[config.mk]
export PLATFORM = sky130hd
export DESIGN_NAME = div_sequencer
export DESIGN_NICKNAME = d
export VERILOG_FILES = /design/src/rtl/div_sequencer.sv
export SDC_FILE = /design/constraint.sdc
export NUM_CORES = 1
export LEC_CHECK = 0
export ABC_AREA = 1
export BUFFER_PORTS_ARGS = -buffer_cell sky130_fd_sc_hd__clkbuf_2
export CAP_MARGIN = 20
export CORE_UTILIZATION = 58
export CTS_CLUSTER_SIZE = 10
export DETAILED_ROUTE_END_ITERATION = 10
export PLACE_DENSITY = 0.75
export SYNTH_ARGS = -nofsm -noshare
export SYNTH_HDL_FRONTEND = slang
export SYNTH_SLANG_ARGS = --single-unit
[constraint.sdc]
create_clock -name clk -period 7.2 [get_ports clk]
set_input_delay 0 -clock clk [delete_from_list [all_inputs] [get_ports clk]]
set_output_delay 0 -clock clk [all_outputs]
set_load 0.01 [all_outputs]
[src/rtl/div_sequencer.sv]
// Iterative restoring divider for RV32M DIV/DIVU/REM/REMU.
// One quotient bit per cycle on |rs1| / |rs2|; sign fix-up on the way into DONE.
//
// state | meaning
// IDLE  | waiting for start; operands latched on acceptance
// CALC  | 32 shift-subtract iterations, count 0..31
// DONE  | done pulse, result valid
module div_sequencer (
  input  logic        clk,
  input  logic        rst,
  input  logic        start,
  input  logic [1:0]  op,
  input  logic [31:0] rs1_data,
  input  logic [31:0] rs2_data,
  input  logic        flush,
  output logic        stall,
  output logic        busy,
  output logic        done,
  output logic [31:0] result
);

  typedef enum logic [1:0] {IDLE, CALC, DONE} state_t;

  state_t      state;
  logic [4:0]  count;
  logic        op_rem;
  logic        negate;
  logic [31:0] divisor;
  logic [31:0] rem;
  logic [31:0] quo;

  logic        is_signed;
  logic [31:0] abs_a;
  logic [31:0] abs_b;
  logic        div_zero;
  logic        ovf;
  logic [31:0] special_res;
  logic [32:0] rem_sh;
  logic [32:0] diff;
  logic [31:0] rem_nxt;
  logic [31:0] quo_nxt;
  logic [31:0] fix_src;
  logic [31:0] final_res;

  assign stall = start & ~done & ~flush;

  assign is_signed   = ~op[0];
  assign abs_a       = (is_signed & rs1_data[31]) ? (32'd0 - rs1_data) : rs1_data;
  assign abs_b       = (is_signed & rs2_data[31]) ? (32'd0 - rs2_data) : rs2_data;
  assign div_zero    = (rs2_data == 32'd0);
  assign ovf         = is_signed & (rs1_data == 32'h8000_0000) & (rs2_data == 32'hFFFF_FFFF);
  assign special_res = div_zero ? (op[1] ? rs1_data : 32'hFFFF_FFFF)
                                : (op[1] ? 32'd0    : 32'h8000_0000);

  // Remainder stays below the divisor, so the shifted value fits in 33 bits.
  assign rem_sh    = {rem, quo[31]};
  assign diff      = rem_sh - {1'b0, divisor};
  assign rem_nxt   = diff[32] ? rem_sh[31:0] : diff[31:0];
  assign quo_nxt   = {quo[30:0], ~diff[32]};
  assign fix_src   = op_rem ? rem_nxt : quo_nxt;
  assign final_res = negate ? (32'd0 - fix_src) : fix_src;

  always_ff @(posedge clk) begin
    if (rst) begin
      state   <= IDLE;
      count   <= 5'd0;
      op_rem  <= 1'b0;
      negate  <= 1'b0;
      divisor <= 32'd0;
      rem     <= 32'd0;
      quo     <= 32'd0;
      busy    <= 1'b0;
      done    <= 1'b0;
      result  <= 32'd0;
    end else if (flush) begin
      state <= IDLE;
      count <= 5'd0;
      busy  <= 1'b0;
      done  <= 1'b0;
    end else begin
      case (state)
        IDLE: begin
          done <= 1'b0;
          if (start) begin
            op_rem  <= op[1];
            negate  <= op[1] ? (is_signed & rs1_data[31])
                             : (is_signed & (rs1_data[31] ^ rs2_data[31]));
            divisor <= abs_b;
            rem     <= 32'd0;
            quo     <= abs_a;
            count   <= 5'd0;
            busy    <= 1'b1;
            if (div_zero | ovf) begin
              state  <= DONE;
              done   <= 1'b1;
              result <= special_res;
            end else begin
              state <= CALC;
            end
          end
        end
        CALC: begin
          rem   <= rem_nxt;
          quo   <= quo_nxt;
          count <= count + 5'd1;
          if (count == 5'd31) begin
            state  <= DONE;
            done   <= 1'b1;
            result <= final_res;
          end
        end
        DONE: begin
          done  <= 1'b0;
          busy  <= 1'b0;
          state <= IDLE;
        end
        default: begin
          state <= IDLE;
          busy  <= 1'b0;
          done  <= 1'b0;
        end
      endcase
    end
  end

endmodule

==> results by group <==
Worst setup path
  • RR Endpoint: result[10]
  • CP endpoint kind: flop
  • R2R depth: 27
  • Setup CP Type: flop to flop
  • Worst setup startpoint: quo[31]
  • Setup crit start kind: flop
  • R2r startpoint: quo[31]
  • Flop2flop setup slack: 3380 ps
  • Worst Path Required: roughly 7500 ps
  • CP max FO: 35
  • Worst Setup EP: result[10]
  • Crit path DAT: about 4200 ps

Yosys
  • Sequential fraction of the synthesis area: 0.232
  • Unique masters post-synth: 51
  • Yosys top cell area share: 0.232
  • Fraction of registers with async set or reset after synthesis: 0
  • Synth Cell Area: 12,000 um2
  • Synth Area in Compound Gates: 0.161
  • Fraction of synthesized area in multiplexers: 0
  • EDFF count, synth: 0
  • Synth Instances: 2,106
  • Top_reg_cell synth: dfxtp_1
  • Syn Nets: roughly 2,200
  • #FFs+latches synth: 139
  • Xor/xnor share of the synthesized area: 0.0328
  • Yosys top cell by area: dfxtp_1
  • Top post-synthesis cells by area: dfxtp_1 (23%), nand2_1 (21%), inv_1 (8.3%)
  • Avg Inst Size Synth: roughly 5.7 um2
  • Largest family of logic cells by synthesized area: simple AND/OR/NAND/NOR gates
  • Yosys warns: 0
  • Simple-gate portion of the synthesized area: 0.416
  • Synth Area in Adders: 0.0413

Clock network
  • Cell chosen for the clock root: clkbuf_16
  • Worst-path clk slew: ~60 ps
  • Clk Latency, worst-skew pair: 440 ps
  • Resized Gates After CTS: 0
  • CTS Hold Bufs: 28
  • Htree depth: 4
  • CTS tree: done
  • # Post-CTS Setup Buffers: 0
  • Clock sink count: 139
  • Max Buffers Root-to-Sink: 2
  • Cts bufs inserted: 17

Worst hold path
  • Hold Startpoint: rs2_data[11]
  • Min-Delay Path Class: input port to flop

Cells and area
  • Ratio of cells with drive above 1 in the final layout: 0.0981
  • Final Util: 0.669
  • Post-route cell area: 13,500 um2
  • Antenna diodes: 0
  • Syn-to-layout area delta: 12.7%
  • Total Nets Final: 2,297
  • Fillers: slightly below 2,000

Detailed routing
  • First-pass DRT Iterations: 6
  • Met3 wire len: 3.65 mm
  • Highest routed layer: met4
  • Per-cell routed wire length: approximately 17 um
  • Drt drc: 0
  • Total number of vias: 14,085
  • Final WL: 41.4 mm
  • Vias per inst: 5.70
  • DRT iter0 DRCs: 1,568
  • M1 WL: 18.1 mm
  • Routed wl met2: 18.1 mm
  • ANT nets after route: 0

Die
  • Initial core utilization: 0.593
  • Die area: roughly 21,000 um2
  • Row cnt: 52
  • # IOs: 105
  • Core area: 20,200 um2
  • DIE WIDTH: 146 um
  • Die Height: roughly 150 um

Run status
  • Outcome: finished, violations left
  • Failing checks: negative hold slack

Power
  • Peak supply drop: 146 uV
  • Lkg Pwr: 6.94 nW
  • P per Cell Area: 179 nW/um2

GRT
  • First-pass GRT wire length: 65.8 mm
  • Largest net degree at the start of global routing: 67
  • Grt total ovfl: 0
  • Vias in the first global route: 12,698
  • Initial antenna violation count: 0
  • GRT Util Overall: 0.390

STA
  • Tmin final: 3820 ps
  • Final count of hold timing violations: 1
  • Worst Clk Skew: 13.3 ps
  • Setup violators final: 0
  • Slew headroom: 0.319
  • Max frequency: 0.262 GHz
  • TNS Setup: 0 ps
  • Unrepaired setup endpoints after global routing: no
  • Hold WS: -2.24 ps
  • Worst-Margin Slew: 1020 ps
  • Max Slew Vio Count: 0
  • Tcrit/Tclk final: 0.531

Place
  • Cell area after placement: 12,600 um2
  • GP Congestion: 1.01
  • Dpl hpwl: 31.4 mm
  • Port Buffers: approximately 100

Job
  • Number of max-cap violations: 0
logic make-up after synthesis:
| logic type | after synthesis |
|---|---|
| simple gates | 1185 |
| buf+inv | 361 |
| compound gates | 337 |
| flops | 139 |
| xor+xnor | 45 |
| fa+ha+maj | 39 |
flip-flops by register name (all words and copies together), names as in the netlist:
signal and cells:
done 1, state 2, busy 1, count 5, rem 32, quo 32
negate 1, divisor 32, result 32, op_rem 1
area by class of cell:
cell class	instances	area, um2	area share
multi-input cells	1606	7830	0.579
flip-flops and latches	139	2780	0.206
inverters	277	1040	0.0768
repair buffers	147	946	0.0699
clock buffers	20	467	0.0345
well taps	270	338	0.0250
clock inverters	12	128	0.00943
metal layers:
layer,GRT usage,vias up
met3,0.0668,112
met4,0.163,0
met5,0,-
li1,-,6941
met1,0.531,6349
met2,0.609,683
through the flow:
step	worst slack (ps)	power [mW]	hold WS [ps]	cells
6_report	3380	2.42	-2.24	2471
5_1_grt	3010	2.53	31.1	2471
4_1_cts	3450	2.40	0.111	2470
3_5_place_dp	3330	1.50	343	2410
3_3_place_gp	3350	1.49	329	2409
2_1_floorplan	4010	1.31	130	2106
synthesized netlist by cell type (24+ instances only):
| cell | instances |
|---|---|
| dfxtp_1 | 139 |
| nand4_1 | 25 |
| nand3_1 | 171 |
| xnor2_1 | 24 |
| o21ai_0 | 92 |
| clkbuf_1 | 58 |
| nor3_1 | 29 |
| o221ai_1 | 28 |
| o211ai_1 | 25 |
| inv_1 | 266 |
| ha_1 | 38 |
| nand2_1 | 663 |
| nor2_1 | 236 |
| a21oi_1 | 160 |
layout by cell type (no fill, tap or decap), types with 17 or more instances in the layout:
cell | synthesis | routed
o21ai_0 | 92 | 92
nand2_1 | 663 | 663
nand4_1 | 25 | 25
nor3_1 | 29 | 29
xor2_1 | 21 | 21
ha_1 | 38 | 38
dfxtp_1 | 139 | 138
o211ai_1 | 25 | 25
clkbuf_2 | 0 | 103
inv_1 | 266 | 265
nor2_1 | 236 | 233
xnor2_1 | 24 | 24
dlygate4sd3_1 | 0 | 28
nand2_2 | 17 | 17
a21oi_1 | 160 | 160
clkbuf_16 | 0 | 17
o221ai_1 | 28 | 28
nand3_1 | 171 | 171
power by group:
group          internal, mW  switching (mW)  leakage [nW]
logic                 0.219           0.469          5.52
registers             0.803          0.0278          1.13
clock network         0.513           0.388         0.284
critical path, cell delays in order (launching register included):
cell and delay [ps]:
dfxtp_1 310, inv_1 80, ha_1 140, inv_1 60, fa_1 430, nand2_1 90
nand2_1 60, nand3_1 90, nand2_1 100, nand2_1 90, nand2_2 70, nand2_2 110
nand2_2 90, nand2_4 140, nand2_8 180, nand2_1 140, nand3_1 80, nand2_1 130
ha_1 210, nand3_1 170, nor2_2 290, nand2_1 110, nand2_1 190, nand2_1 70
nand3_1 70, nand3_1 70, nand2_1 100, inv_1 40
worst min-delay path by stage:
stage	endpoint	slack, ps	cells after the start
after floorplan	stall	130	2
after global placement	divisor[13]	330	3
after detailed placement	divisor[13]	340	3
after CTS	divisor[25]	0.1	5
after global routing	quo[17]	30	4
final	divisor[11]	-2	5
No activity file was read; power rests on OpenSTA's default activity.
